==> src/rtl/pc_gen_pkg.sv <==
// Shared types and constants for the fetch-stage program-counter generator.
// Imported by pc_gen_unit.
package pc_gen_pkg;

    typedef enum logic [1:0] {
        S_BOOT = 2'd0,
        S_RUN  = 2'd1,
        S_HOLD = 2'd2
    } pc_state_e;

    localparam int          PC_ALIGN_BITS        = 2;
    localparam logic [1:0]  PC_ALIGN_MASK        = 2'b11;
    localparam logic [31:0] DEFAULT_RESET_VECTOR = 32'h0000_0000;
    localparam int          DEFAULT_INC          = 4;

endpackage

==> src/rtl/pc_gen_if.sv <==
// Fetch-side bundle between the PC generator and its neighbours.
// The neighbours are IMEM, the hazard unit, the EX stage and trap logic.
interface pc_gen_if #(
    parameter int XLEN    = 32,
    parameter int EPOCH_W = 2
);
    logic               pc_en;
    logic               fetch_ready;
    logic               br_taken;
    logic [XLEN-1:0]    br_target;
    logic               trap_req;
    logic [XLEN-1:0]    trap_vec;

    logic               fetch_valid;
    logic [XLEN-1:0]    pc;
    logic [XLEN-1:0]    pc_plus4;
    logic [EPOCH_W-1:0] epoch;
    logic               redirect_pending;
    logic               misalign_err;

    // master is the PC generator itself; slave is the surrounding pipeline
    modport master (
        input  pc_en, fetch_ready, br_taken, br_target, trap_req, trap_vec,
        output fetch_valid, pc, pc_plus4, epoch, redirect_pending, misalign_err
    );

    modport slave (
        output pc_en, fetch_ready, br_taken, br_target, trap_req, trap_vec,
        input  fetch_valid, pc, pc_plus4, epoch, redirect_pending, misalign_err
    );
endinterface

==> src/rtl/pc_redirect_buf.sv <==
// One-entry buffer that holds a redirect while the PC is not allowed to move.
// A capture always overwrites the entry; it wins over a clear in the same cycle.
module pc_redirect_buf #(
    parameter int AW = 30
) (
    input  logic          clk,
    input  logic          reset,
    input  logic          i_capture,
    input  logic          i_clear,
    input  logic [AW-1:0] i_target,
    input  logic          i_misalign,
    output logic          o_valid,
    output logic [AW-1:0] o_target,
    output logic          o_misalign
);
    logic          r_valid;
    logic [AW-1:0] r_target;
    logic          r_misalign;

    always_ff @(posedge clk) begin
        if (reset) begin
            r_valid <= 1'b0;
        end else if (i_capture) begin
            r_valid <= 1'b1;
        end else if (i_clear) begin
            r_valid <= 1'b0;
        end
    end

    // NOTE: payload is not reset on purpose; r_valid qualifies it, so resetting it buys nothing.
    always_ff @(posedge clk) begin
        if (i_capture) begin
            r_target   <= i_target;
            r_misalign <= i_misalign;
        end
    end

    assign o_valid    = r_valid;
    assign o_target   = r_target;
    assign o_misalign = r_misalign;
endmodule

==> src/rtl/pc_gen_unit.sv <==
// Program-counter generator: boot/run/hold FSM, PC register, epoch counter
// and next-PC selection (trap > branch > buffered redirect > sequential).
module pc_gen_unit
    import pc_gen_pkg::*;
#(
    parameter int              XLEN         = 32,
    parameter logic [XLEN-1:0] RESET_VECTOR = XLEN'(DEFAULT_RESET_VECTOR),
    parameter int              INC          = DEFAULT_INC,
    parameter int              EPOCH_W      = 2
) (
    input logic      clk,
    input logic      reset,
    pc_gen_if.master bus
);
    localparam int AW = XLEN - PC_ALIGN_BITS;

    pc_state_e          r_state;
    pc_state_e          w_state_nxt;
    logic [XLEN-1:0]    r_pc;
    logic [EPOCH_W-1:0] r_epoch;
    logic               r_misalign;

    logic               w_fetch_valid;
    logic               w_can_move;
    logic               w_advance;
    logic               w_live;
    logic [AW-1:0]      w_live_tgt;
    logic               w_live_mis;
    logic               w_pend;
    logic [AW-1:0]      w_pend_tgt;
    logic               w_pend_mis;
    logic               w_redirect;
    logic [AW-1:0]      w_redir_tgt;
    logic               w_redir_mis;
    logic [XLEN-1:0]    w_pc_plus;
    logic               w_unused_trap_lsbs;

    // The request must stay stable while offered and not accepted.
    assign w_can_move = bus.pc_en & (~w_fetch_valid | bus.fetch_ready);
    assign w_advance  = (r_state != S_BOOT) & w_can_move;

    assign w_live     = bus.trap_req | bus.br_taken;
    assign w_live_tgt = bus.trap_req ? bus.trap_vec[XLEN-1:PC_ALIGN_BITS]
                                     : bus.br_target[XLEN-1:PC_ALIGN_BITS];
    assign w_live_mis = ~bus.trap_req & bus.br_taken
                      & (|(bus.br_target[PC_ALIGN_BITS-1:0] & PC_ALIGN_MASK));
    assign w_unused_trap_lsbs = ^bus.trap_vec[PC_ALIGN_BITS-1:0];

    assign w_redirect  = w_advance & (w_live | w_pend);
    assign w_redir_tgt = w_live ? w_live_tgt : w_pend_tgt;
    assign w_redir_mis = w_live ? w_live_mis : w_pend_mis;
    assign w_pc_plus   = r_pc + XLEN'(INC);

    pc_redirect_buf #(
        .AW (AW)
    ) u_redirect_buf (
        .clk        (clk),
        .reset      (reset),
        .i_capture  (w_live & ~w_advance),
        .i_clear    (w_redirect),
        .i_target   (w_live_tgt),
        .i_misalign (w_live_mis),
        .o_valid    (w_pend),
        .o_target   (w_pend_tgt),
        .o_misalign (w_pend_mis)
    );

    // NOTE: sequential state uses non-blocking assignments so every flop samples pre-edge values.
    always_ff @(posedge clk) begin
        if (reset) begin
            r_state <= S_BOOT;
        end else begin
            r_state <= w_state_nxt;
        end
    end

    // NOTE: default assignment first so no path leaves w_state_nxt unassigned (no latch).
    always_comb begin
        w_state_nxt = r_state;
        case (r_state)
            S_BOOT:  w_state_nxt = S_RUN;
            S_RUN:   if (w_live && !w_advance) w_state_nxt = S_HOLD;
            S_HOLD:  if (w_advance) w_state_nxt = S_RUN;
            default: w_state_nxt = S_BOOT;
        endcase
    end

    always_comb begin
        w_fetch_valid = 1'b0;
        case (r_state)
            S_RUN, S_HOLD: w_fetch_valid = 1'b1;
            default:       w_fetch_valid = 1'b0;
        endcase
    end

    always_ff @(posedge clk) begin
        if (reset) begin
            r_pc       <= RESET_VECTOR;
            r_epoch    <= '0;
            r_misalign <= 1'b0;
        end else begin
            r_misalign <= w_redirect & w_redir_mis;
            if (w_advance) begin
                r_pc <= w_redirect ? {w_redir_tgt, {PC_ALIGN_BITS{1'b0}}} : w_pc_plus;
            end
            if (w_redirect) begin
                r_epoch <= r_epoch + EPOCH_W'(1);
            end
        end
    end

    assign bus.fetch_valid      = w_fetch_valid;
    assign bus.pc               = r_pc;
    assign bus.pc_plus4         = w_pc_plus;
    assign bus.epoch            = r_epoch;
    assign bus.redirect_pending = w_pend;
    assign bus.misalign_err     = r_misalign;
endmodule

==> src/flat_wrapper.sv <==
// flat-port wrapper written by rule: the top's interface ports become plain ports
module pc_gen_unit_flat import pc_gen_pkg::*;
#(
    parameter int              XLEN         = 32,
    parameter logic [XLEN-1:0] RESET_VECTOR = XLEN'(DEFAULT_RESET_VECTOR),
    parameter int              INC          = DEFAULT_INC,
    parameter int              EPOCH_W      = 2
)
  (clk, reset, bus_pc_en, bus_fetch_ready, bus_br_taken, bus_br_target, bus_trap_req, bus_trap_vec, bus_fetch_valid, bus_pc, bus_pc_plus4, bus_epoch, bus_redirect_pending, bus_misalign_err);
  pc_gen_if #(.XLEN(XLEN), .EPOCH_W(EPOCH_W)) bus_i ();
  input logic clk;
  input logic reset;
  input wire logic [$bits(bus_i.pc_en)-1:0] bus_pc_en;
  input wire logic [$bits(bus_i.fetch_ready)-1:0] bus_fetch_ready;
  input wire logic [$bits(bus_i.br_taken)-1:0] bus_br_taken;
  input wire logic [$bits(bus_i.br_target)-1:0] bus_br_target;
  input wire logic [$bits(bus_i.trap_req)-1:0] bus_trap_req;
  input wire logic [$bits(bus_i.trap_vec)-1:0] bus_trap_vec;
  output wire logic [$bits(bus_i.fetch_valid)-1:0] bus_fetch_valid;
  output wire logic [$bits(bus_i.pc)-1:0] bus_pc;
  output wire logic [$bits(bus_i.pc_plus4)-1:0] bus_pc_plus4;
  output wire logic [$bits(bus_i.epoch)-1:0] bus_epoch;
  output wire logic [$bits(bus_i.redirect_pending)-1:0] bus_redirect_pending;
  output wire logic [$bits(bus_i.misalign_err)-1:0] bus_misalign_err;
  assign bus_i.pc_en = bus_pc_en;
  assign bus_i.fetch_ready = bus_fetch_ready;
  assign bus_i.br_taken = bus_br_taken;
  assign bus_i.br_target = bus_br_target;
  assign bus_i.trap_req = bus_trap_req;
  assign bus_i.trap_vec = bus_trap_vec;
  assign bus_fetch_valid = bus_i.fetch_valid;
  assign bus_pc = bus_i.pc;
  assign bus_pc_plus4 = bus_i.pc_plus4;
  assign bus_epoch = bus_i.epoch;
  assign bus_redirect_pending = bus_i.redirect_pending;
  assign bus_misalign_err = bus_i.misalign_err;
  pc_gen_unit #(.XLEN(XLEN), .RESET_VECTOR(RESET_VECTOR), .INC(INC), .EPOCH_W(EPOCH_W)) u_core (.clk(clk), .reset(reset), .bus(bus_i));
endmodule
==> config.mk <==
export PLATFORM = sky130hd
export DESIGN_NAME = pc_gen_unit_flat
export DESIGN_NICKNAME = d
export VERILOG_FILES = /design/src/rtl/pc_gen_pkg.sv /design/src/rtl/pc_gen_if.sv /design/src/rtl/pc_redirect_buf.sv /design/src/rtl/pc_gen_unit.sv /design/src/flat_wrapper.sv
export SDC_FILE = /design/constraint.sdc
export NUM_CORES = 1
export LEC_CHECK = 0
export CORE_MARGIN = 1
export CORE_UTILIZATION = 30
export DETAILED_ROUTE_END_ITERATION = 12
export PLACE_DENSITY = 0.62
export SLEW_MARGIN = 20
export SYNTH_ARGS = -nofsm -noshare
export SYNTH_HDL_FRONTEND = slang
export SYNTH_SLANG_ARGS = --single-unit
==> constraint.sdc <==
create_clock -name clk -period 4.6 [get_ports clk]
set_input_delay 0.92 -clock clk [delete_from_list [all_inputs] [get_ports clk]]
set_output_delay 0.92 -clock clk [all_outputs]
set_load 0.05 [all_outputs]
=== Word-level counts from Yosys, hierarchy flattened ===
Index checks and enable logic that the tools add are counted.

* Reduce and logical (&&, ||, !) cells: 8
* $add $sub $neg: 2
* Equality and inequality tests: 4
* Mux-type cells: 10
* Bitwise gates (word level): 13

{| class="wikitable"
|+ Operator list
! kind !! count
|-
| 30-bit two-way mux || 2
|-
| 32-bit by 3-bit adder with 32-bit output, second input constant || 1
|-
| 32-bit two-way mux || 1
|-
| 1-bit bitwise AND || 7
|-
| 2-bit one-hot mux with 3 select lines || 1
|-
| 1-bit two-way mux || 4
|-
| 2-bit two-way mux || 2
|-
| 2-bit by 1-bit != test with 1-bit output, second input constant || 2
|-
| 2-bit nonzero test || 2
|-
| 2-bit OR reduction || 2
|-
| 1-bit NOT || 3
|-
| 1-bit bitwise OR || 3
|-
| 2-bit by 1-bit adder with 2-bit output, second input constant || 1
|-
| 2-bit by 1-bit equality test with 1-bit output, second input constant || 1
|-
| 2-bit equality test, second input constant || 1
|-
| 2-bit logical NOT || 1
|-
| 2-bit AND reduction || 1
|-
| 1-bit logical AND || 1
|-
| 1-bit logical NOT || 1
|}

* Output and inout port bits: 69
* Flip-flop bits (word level): 69
* Input port bits: 70
* Logic and storage cells: 44

=== Logic depth before layout (Yosys ltp) ===
Gate-level depths: netlist of run 1.

* Depth in word-level cells: 11
* Gate-level depth with buffers: 9
* Mapped depth without buffers: 7

=== Modules after synthesis ===
A second synthesis of run 1 with hierarchy kept.

* Cells, all modules: 504
* Area, all modules: 4254.1 µm²

{| class="wikitable"
|+ Modules (own cells, without submodules)
! module !! cells an instance !! sequential area each (µm²) !! area an instance (µm²) !! times used
|-
| pc_gen_unit || 469 || 700.7 || 3284.4 || 1
|-
| pc_redirect_buf || 35 || 950.9 || 969.7 || 1
|}

=== Worst setup path before layout of run 1 ===
Ideal clock, no wire load.

* Path kind: reg2out
* Start point: reg u_core.r_pc[2], in the netlist u_core.bus.pc[2]
* End point: out bus_pc_plus4[20]
* Setup slack: 0.795 ns
* Arrival time: 2.885 ns
* Path buffers: 1
* Data required time: 3.680 ns
* Cell stages (with the launch flop): 8
* Cell sequence: dfxtp_1 > ha_1 > inv_1 > or3_1 > clkbuf_2 > or3_1 > nor2_1 > xor2_1

* Cells in the longest elaborated chain, start to end: 1

{| class="wikitable"
|+ Ends and longest elaborated chain
! what !! line !! text
|-
| from (decl) || pc_gen_unit.sv:19 || <nowiki>logic [XLEN-1:0] r_pc;</nowiki>
|-
| from (signal assigned) || pc_gen_unit.sv:104 || <nowiki>r_pc <= w_redirect ? {w_redir_tgt, {PC_ALIGN_BITS{1'b0}}} : w_pc_plus;</nowiki>
|-
| 32-bit by 3-bit adder with 32-bit output || pc_gen_unit.sv:52 || <nowiki>assign w_pc_plus = r_pc + XLEN'(INC);</nowiki>
|-
| to (decl) || flat_wrapper.sv:21 || <nowiki>output wire logic [$bits(bus_i.pc_plus4)-1:0] bus_pc_plus4;</nowiki>
|}

Every way passes these cells.

=== Final worst setup path of run 1 ===
Ends and elaborated chain as after synthesis.

==> impl_metrics.yaml, run 1 <==
timing:
  setup_viol: 0
  worst_slack_ns: 0.3724
  worst_pin_slew_ns: 1.062
  holdWs_ns: 0.5270
  fin_crit_ns: 4.228
  slew_headroom_pct: 28.96
  fin_skew_ns: 0.008307
  finalCritPeriodShare_pct: 91.91
  setup_tns_ns: 0
  rsz0062_at_grt: "false"
  finalHoldViolCount: 0
  max_freq_mhz: 236.5
  drv_slew: 0
power:
  seqPwrFrac_pct: 31.1
  power_leakage_nw: 2.132
  p_sw_mw: 1.150
  power_frac_comb_pct: 41.4
  p_int_mw: 1.702
  clock_power_share_pct: 27.5
  cellPowerDensity_mw_per_mm2: 479.1
  peakVddDrop_mv: 0.2551
  netSwitchingFraction_pct: 40.32
critical_path:
  slowest_delay_ns: 0.82
  cp_num_buf_inv: 2
  r2r-start: "u_core.r_state[0]"
  critical_path.endpoint: "bus_pc_plus4[20]"
  worst-path-stages: 7
  r2r_cells: 8
  crit_required_ns: 3.68
  critPathCaptureType: "output port"
  crit_chain: "ha_1 > inv_1 > or3_1 > or3_1 > nor2_1 > xor2_1 > clkdlybuf4s50_1"
  startpoint_type: "flop"
  crit_arrival_ns: 3.31
  r2r_setup_slack_ns: 1.94
  path_common_cell: "or3_1"
  slowest_stage: "clkdlybuf4s50_1"
  critPathTopFamily: "simple AND/OR/NAND/NOR gates"
  critPathKind: "reg2out"
  reg2reg_to: "u_core.bus.pc[21]"
  path_max_fanout: 8
  worstSetupStartpoint: "u_core.bus.pc[2]"
global_route:
  grt_pass1_wl_um: 20840
  grt_use_total_pct: 18.61
  overflow: 0
  grt_pass1_vias: 3991
  grt_start_max_net_pins: 46
  antenna_found_initial: 0
logic_synthesis:
  synth.ff_latch_count: 67
  synthAdderAreaFrac_pct: 1.209
  synth_top_family_by_area: "compound AO/OA/AOI/OAI gates"
  yosys.area_share.simple_pct: 18.74
  synth_xor_area_share_pct: 6.348
  synthMuxAreaShare_pct: 5.048
  ys_types: 50
  synth_area_per_cell_um2: 8.516
  synth_flop_cell: "dfxtp_1"
  yosysSeqAreaShare_pct: 39.90
  synth_compound_area_share_pct: 22.22
  synth_edf_count: 31
  syn-cell-area_mm2: 0.004139
  syn-instance-count: 486
  yosys_warnings: 0
  async_flop_share_pct: 0
clocking:
  clock-sinks: 67
  cts_tree: "done"
  ctsLongestPathBuffers: 2
  clk_latency_ns: 0.33
  htreeDepth: 3
  cts_root_buf: "clkbuf_16"
  numCtsBuffers: 9
  cts_resized: 0
  hold_buffers: 0
  post-cts-setup-buffer-count: 0
  clk_pin_slew_ns: 0.06
die:
  die_x_um: 119.5
  rows: 42
  initial_core_util_pct: 31.01
  die_area_mm2: 0.01427
  die_y_um: 119.5
  core_area_mm2: 0.01335
  ioPinCount: 139
routing:
  wl_per_cell_um: 16.81
  drt-total-wl_um: 13220
  via_count: 4169
  firstDrtPassIters: 5
  drtAntennaViolNets: 0
  drc: 0
  drtIter0Drc: 268
  via_per_inst: 5.304
placed_design:
  place.gp.congestion: 0.8303
  hpwl_um: 9629
  place_area_mm2: 0.005608
  place_ws_ns: 0.7499
  dpl.cell_count: 770
  port_buffers: 132
final_layout:
  fin_cells: 786
  final_common_cell: "clkdlybuf4s50_1"
  mostFrequentLayoutCells: "clkdlybuf4s50_1 (130), nand2_1 (52), o21ai_0 (50), a21oi_1 (36), dfxtp_1 (36)"
  fillerInstances: 1336
  area_delta_synth_final_pct: 43.86
  final_net_count: 679
  design_area_mm2: 0.005954
  antennaDiodeCount: 0
  drive_gt1_share_pct: 10.00
run:
  cap_violations: 0
min_path:
  hold_path_class: "reg2reg"
run_status:
  status: "completed"
-- registers in the layout (all words and copies together) (netlist names) --
signal	count
u_core.r_state	2
u_core.u_redirect_buf.o_valid	1
u_core.u_redirect_buf.o_target	30
u_core.bus.misalign_err	1
u_core.bus.epoch	2
u_core.bus.pc	30
u_core.u_redirect_buf.o_misalign	1
-- layout make-up --
cell class              count  area [um^2]  area share [%]
multi-input cells         358         2235           37.53
flip-flops and latches     67         1652           27.74
repair buffers            145         1411           23.70
clock buffers              11        264.0           4.434
well taps                 176        220.2           3.698
inverters                  24        90.09           1.513
clock inverters             5        82.58           1.387
-- power by group through the flow --
stage / registers (mW) / clock network (mW) / logic, mW
after floorplan: 1.06 / 0 / 0.598
after global placement: 0.889 / 0 / 1.16
after detailed placement: 0.897 / 0 / 1.18
after CTS: 0.885 / 0.797 / 1.18
after global routing: 0.903 / 0.821 / 1.25
final: 0.886 / 0.785 / 1.18
-- per-stage QoR --
step	power (mW)	util (%)
2_1_floorplan	1.656	-
3_3_place_gp	2.049	42.01
3_5_place_dp	2.076	42.01
4_1_cts	2.865	44.61
5_1_grt	2.970	44.61
6_report	2.852	44.61
-- cells by family after synthesis --
| family | after synthesis |
|---|---|
| buf+inv | 64 |
| simple gates | 154 |
| compound gates | 147 |
| xor+xnor | 30 |
| flops | 67 |
| fa+ha+maj | 4 |
| mux | 19 |
| other cells | 1 |
-- per-layer routing --
layer  global-route usage [%]  wire [um]
met1                    25.16       5899
met2                    29.95       6219
met3                    2.826        859
met4                    6.719        236
met5                        0          0
-- cell usage after synthesis, types with 6 or more instances --
| cell | number | share of area [%] |
|---|---|---|
| nand2_1 | 52 | 4.7 |
| o21ai_0 | 50 | 6.0 |
| a21oi_1 | 36 | 4.4 |
| dfxtp_1 | 36 | 17 |
| edfxtp_1 | 31 | 22 |
| nor2_1 | 29 | 2.6 |
| clkbuf_1 | 27 | 2.4 |
| inv_1 | 24 | 2.2 |
| xnor2_1 | 21 | 4.4 |
| nand3_1 | 20 | 2.4 |
| mux2_2 | 15 | 4.1 |
| a31oi_1 | 11 | 1.7 |
| nor3_1 | 10 | 1.2 |
| nand4_1 | 9 | 1.4 |
| xor2_1 | 9 | 1.9 |
| a211oi_1 | 7 | 1.3 |
| a22oi_1 | 6 | 1.1 |
| o221a_2 | 6 | 1.6 |
| o22ai_1 | 6 | 0.91 |
| o311ai_0 | 6 | 1.3 |
-- worst register-to-register path, delay by kind of cell, from the launching register on --
family / cells / cell delay, ns
compound gates: 1 / 0.18
fa+ha+maj: 1 / 0.32
buf+inv: 2 / 0.37
flops: 1 / 0.36
simple gates: 4 / 1.33
-- how the worst min path moves through the flow --
stage | start | endpoint | slack [ns] | cells after the start
finish | u_core.u_redirect_buf.o_misalign | u_core.bus.misalign_err | 0.53 | 2
detailed placement | u_core.bus.pc[3] | u_core.bus.pc[3] | 0.52 | 2
CTS | u_core.bus.pc[3] | u_core.bus.pc[3] | 0.53 | 2
floorplan | u_core.u_redirect_buf.o_misalign | u_core.bus.misalign_err | 0.50 | 2
global placement | u_core.bus.epoch[1] | u_core.bus.epoch[1] | 0.50 | 2
global route | u_core.u_redirect_buf.o_misalign | u_core.bus.misalign_err | 0.54 | 2
Power figures use the tool's default switching activity.
==> run 2, diff against run 1 <==
--- a/config.mk
+++ b/config.mk
@@ -8,7 +8,7 @@
 export CORE_MARGIN = 1
 export CORE_UTILIZATION = 30
 export DETAILED_ROUTE_END_ITERATION = 12
-export PLACE_DENSITY = 0.62
+export RECOVER_POWER = 100
 export SLEW_MARGIN = 20
 export SYNTH_ARGS = -nofsm -noshare
 export SYNTH_HDL_FRONTEND = slang
==> impl_metrics.yaml, run 2 (same netlist as run 1, synthesis figures left out) <==
final_layout:
  mostFrequentLayoutCells: "clkdlybuf4s50_1 (65), dlygate4sd3_1 (65), nand2_1 (52), o21ai_0 (50)"
  antennaDiodeCount: 0
  fin_util_pct: 44.25
  fillerInstances: 1353
  area_delta_synth_final_pct: 42.71
  final_net_count: 678
  drive_gt1_share_pct: 6.732
  design_area_mm2: 0.005907
die:
  ioPinCount: 139
  die_area_mm2: 0.01427
  core_area_mm2: 0.01335
  initial_core_util_pct: 31.01
  rows: 42
  die_x_um: 119.5
  die_y_um: 119.5
clocking:
  cts_root_buf: "clkbuf_16"
  numCtsBuffers: 9
  clk_latency_ns: 0.33
  clock-sinks: 67
  cts_tree: "done"
  clk_pin_slew_ns: 0.06
  htreeDepth: 3
  hold_buffers: 0
  cts_resized: 0
  post-cts-setup-buffer-count: 0
  ctsLongestPathBuffers: 2
critical_path:
  critPathKind: "reg2out"
  worst-path-stages: 7
  critPathTopFamily: "simple AND/OR/NAND/NOR gates"
  path_max_fanout: 8
  crit_arrival_ns: 3.35
  reg2reg_to: "u_core.u_redirect_buf.o_target[1]"
  path_common_cell: "or3_1"
  critPathCaptureType: "output port"
  slowest_stage: "dlygate4sd3_1"
  r2r_cells: 7
  r2r_setup_slack_ns: 1.06
  r2r-start: "u_core.r_state[0]"
  crit_required_ns: 3.68
  critical_path.endpoint: "bus_pc_plus4[20]"
  slowest_delay_ns: 0.88
  worstSetupStartpoint: "u_core.bus.pc[2]"
  startpoint_type: "flop"
  cp_num_buf_inv: 2
  crit_chain: "ha_1 > inv_1 > or3_1 > or3_1 > nor2_1 > xor2_1 > dlygate4sd3_1"
timing:
  worst_pin_slew_ns: 1.854
  slew_headroom_pct: -23.57
  finalCritPeriodShare_pct: 92.81
  fin_crit_ns: 4.269
  finalHoldViolCount: 0
  max_freq_mhz: 234.2
  setup_viol: 0
  rsz0062_at_grt: "false"
  fin_skew_ns: 0.009425
  setup_tns_ns: 0
  drv_slew: 78
run_status:
  violations: "capacitance limit, slew limit"
  status: "finished, violations left"
power:
  seqPwrFrac_pct: 32.3
  peakVddDrop_mv: 0.2001
  netSwitchingFraction_pct: 41.37
  clock_power_share_pct: 27.4
  p_int_mw: 1.622
  cellPowerDensity_mw_per_mm2: 468.4
  power_frac_comb_pct: 40.3
  power_leakage_nw: 2.286
  p_sw_mw: 1.145
placed_design:
  place.gp.congestion: 0.8260
  hpwl_um: 9546
  place_area_mm2: 0.005600
  port_buffers: 132
global_route:
  overflow: 0
  grt_use_total_pct: 18.50
  antenna_found_initial: 0
  grt_pass1_wl_um: 20750
  grt_pass1_vias: 3912
  grt_start_max_net_pins: 46
run:
  cap_violations: 2
routing:
  drtIter0Drc: 338
  via_count: 4167
  drc: 0
  drtAntennaViolNets: 0
  wl_per_cell_um: 16.65
  via_per_inst: 5.308
  drt-total-wl_um: 13070
  firstDrtPassIters: 4
min_path:
  hold_path_class: "reg2reg"
-- run 2: changes by cell type in the layout (fill, tap and decap cells not counted), sizes merged --
cell | previous run | this run
inv | 24 | 25
clkdlybuf4s50 | 130 | 65
buf | 15 | 8
dlygate4sd3 | 0 | 65
clkbuf | 11 | 16
-- run 2: worst min path at each step --
stage,depth (start not counted),slack [ns],end,startpoint
floorplan,2,0.50,u_core.bus.misalign_err,u_core.u_redirect_buf.o_misalign
global route,2,0.56,u_core.bus.pc[3],u_core.bus.pc[3]
global placement,2,0.50,u_core.bus.epoch[1],u_core.bus.epoch[1]
finish,2,0.53,u_core.bus.epoch[1],u_core.bus.epoch[1]
CTS,2,0.54,u_core.bus.pc[3],u_core.bus.pc[3]
detailed placement,2,0.53,u_core.bus.pc[3],u_core.bus.pc[3]
-- run 2: stage by stage --
step / power (mW) / setup WS (ns) / hold WS (ns) / cells
finish: 2.767 / 0.3309 / 0.5294 / 785
floorplan: 1.656 / 0.7953 / 0.4979 / 489
global route: 2.892 / 0.1860 / 0.5626 / 785
CTS: 2.835 / 0.3834 / 0.5387 / 785
global placement: 2.049 / 0.7655 / 0.4999 / 769
detailed placement: 2.072 / 0.7453 / 0.5310 / 769
-- run 2: worst reg2reg max path: cells and delay by family, from the launching register on --
family,cells,cell delay (ns)
AND/OR/NAND/NOR,3,0.65
adder cells (fa/ha/maj),1,0.31
flip-flops,1,0.37
buffers and inverters,3,1.78
-- run 2: area by class of cell --
type,count,area (um^2),share of cell area [%]
Sequential cell,67,1652,27.96
Inverter,24,90.09,1.525
Clock buffer,10,239.0,4.046
Multi-Input combinational cell,358,2235,37.83
Tap cell,176,220.2,3.728
Timing Repair Buffer,144,1384,23.43
Clock inverter,6,87.58,1.483
-- run 2: power by group through the flow --
stage	sequential (mW)	clock, mW	combinational, mW
floorplan	1.06	0	0.598
global placement	0.896	0	1.15
detailed placement	0.905	0	1.17
CTS	0.894	0.771	1.17
global route	0.914	0.796	1.18
finish	0.894	0.758	1.11
-- run 2: routing by layer --
layer  track usage (%)  routed length [um]
met1             24.91                5859
met2             29.59                6042
met3             3.209                 947
met4             6.641                 218
met5                 0                   0
==> run 3, diff against run 2 <==
--- a/config.mk
+++ b/config.mk
@@ -6,7 +6,7 @@
 export NUM_CORES = 1
 export LEC_CHECK = 0
 export CORE_MARGIN = 1
-export CORE_UTILIZATION = 30
+export CORE_UTILIZATION = 25
 export DETAILED_ROUTE_END_ITERATION = 12
 export RECOVER_POWER = 100
 export SLEW_MARGIN = 20
==> impl_metrics.yaml, run 3 (same netlist as run 1, synthesis figures left out) <==
routing:
  dr_wl_met3_um: 898
  wl_met1_um: 6175
  drt-total-wl_um: 13640
  drc: 0
  drtAntennaViolNets: 0
  via_count: 4134
  top_layer: "met4"
  wl_per_cell_um: 16.55
  dr_wl_met2_um: 6354
  firstDrtPassIters: 5
  drtIter0Drc: 286
  via_per_inst: 5.017
global_route:
  antenna_found_initial: 0
  grt_use_total_pct: 16.18
  overflow: 0
  grt_pass1_wl_um: 21060
  grt_pass1_vias: 3947
  grt_start_max_net_pins: 40
clocking:
  numCtsBuffers: 9
  hold_buffers: 0
  cts_resized: 0
  clk_latency_ns: 0.33
  cts_tree: "done"
  post-cts-setup-buffer-count: 0
  cts_root_buf: "clkbuf_16"
  clk_pin_slew_ns: 0.06
  clock-sinks: 67
  ctsLongestPathBuffers: 2
  htreeDepth: 3
timing:
  fin_crit_ns: 4.246
  finalHoldViolCount: 0
  finalCritPeriodShare_pct: 92.30
  worst_pin_slew_ns: 1.584
  drv_slew: 40
  setup_viol: 0
  setup_tns_ns: 0
  max_freq_mhz: 235.5
  fin_skew_ns: 0.008424
  slew_headroom_pct: -5.627
  rsz0062_at_grt: "false"
critical_path:
  crit_required_ns: 3.68
  critPathCaptureType: "output port"
  critPathKind: "reg2out"
  path_max_fanout: 8
  reg2reg_to: "u_core.u_redirect_buf.o_target[18]"
  cp_num_buf_inv: 2
  slowest_stage: "dlygate4sd3_1"
  critPathTopFamily: "simple AND/OR/NAND/NOR gates"
  r2r_cells: 6
  crit_chain: "ha_1 > inv_1 > or3_1 > or3_1 > nor2_1 > xor2_1 > dlygate4sd3_1"
  crit_arrival_ns: 3.33
  path_common_cell: "or3_1"
  startpoint_type: "flop"
  r2r_setup_slack_ns: 1.76
  slowest_delay_ns: 0.88
  r2r-start: "u_core.r_state[0]"
min_path:
  whs_path_depth: 2
  min_from: "u_core.bus.epoch[1]"
  hold_path_class: "reg2reg"
  min_to: "u_core.bus.epoch[1]"
placed_design:
  hpwl_um: 10150
  place.gp.congestion: 0.8728
  port_buffers: 132
run_status:
  violations: "capacitance limit, slew limit"
  status: "finished, violations left"
die:
  core_area_mm2: 0.01600
  die_y_um: 130.7
  initial_core_util_pct: 25.87
  die_x_um: 130.7
  die_area_mm2: 0.01707
  rows: 46
  ioPinCount: 139
run:
  cap_violations: 1
final_layout:
  final_net_count: 677
  drive_gt1_share_pct: 5.921
  area_delta_synth_final_pct: 44.01
  seqCellArea_mm2: 0.001652
  mostFrequentLayoutCells: "clkdlybuf4s50_1 (65), dlygate4sd3_1 (65), nand2_1 (52), o21ai_0 (50)"
  multi_input_area_mm2: 0.002232
  fillerInstances: 1604
  antennaDiodeCount: 0
power:
  cellPowerDensity_mw_per_mm2: 473.1
  peakVddDrop_mv: 0.1877
  power_leakage_nw: 2.286
  total_power_mw: 2.820
run 3: cell count changes in the layout (fill, tap and decap cells not counted), sizes merged:
cell,previous run,this run
clkbuf,16,18
inv,25,24
clkinv,3,2
bufinv,2,3
buf,8,6
run 3: metal layers:
layer  global-route usage (%)  vias to the layer above
li1                         -                     2001
met1                    22.06                     1931
met2                    25.99                      176
met3                    3.135                       26
met4                    4.462                        0
met5                        0                        -
run 3: area by class of cell:
class | count | area share (%)
Clock buffer | 11 | 4.072
Clock inverter | 5 | 1.679
Sequential cell | 67 | 27.71
Tap cell | 216 | 4.534
Timing Repair Buffer | 143 | 23.05
Multi-Input combinational cell | 358 | 37.45
Inverter | 24 | 1.511
run 3: worst max-delay path by stage:
stage                                 from                to  slack, ns  cells past startpoint
after floorplan           u_core.bus.pc[2]  bus_pc_plus4[20]       0.80                      7
after global placement    u_core.bus.pc[2]  bus_pc_plus4[20]       0.78                      7
after detailed placement  u_core.bus.pc[2]  bus_pc_plus4[20]       0.75                      7
after CTS                 u_core.bus.pc[2]  bus_pc_plus4[20]       0.41                      7
after global routing      u_core.bus.pc[2]  bus_pc_plus4[20]       0.15                      7
final                     u_core.bus.pc[2]  bus_pc_plus4[20]       0.35                      7
run 3: through the flow:
stage / setup slack (ns) / hold WS [ns] / instances / utilization [%] / area (um^2)
6_report: 0.3541 / 0.5181 / 824 / 37.25 / 5961
5_1_grt: 0.1479 / 0.5683 / 824 / 37.25 / 5961
4_1_cts: 0.4057 / 0.5230 / 824 / 37.41 / 5986
3_5_place_dp: 0.7491 / 0.5095 / 808 / 35.27 / 5643
3_3_place_gp: 0.7762 / 0.5080 / 808 / 35.27 / 5643
2_1_floorplan: 0.7953 / 0.4979 / 489 / - / 4150
run 3: power by group:
group | internal, mW | switching (mW) | total, mW
Clock | 0.543 | 0.258 | 0.800
Combinational | 0.364 | 0.760 | 1.12
Sequential | 0.765 | 0.130 | 0.895
run 3: worst min-delay path, cell delays in order (launching register included):
cell     delay (ns)
dfxtp_1        0.35
xor2_1         0.07
nor2_1         0.07
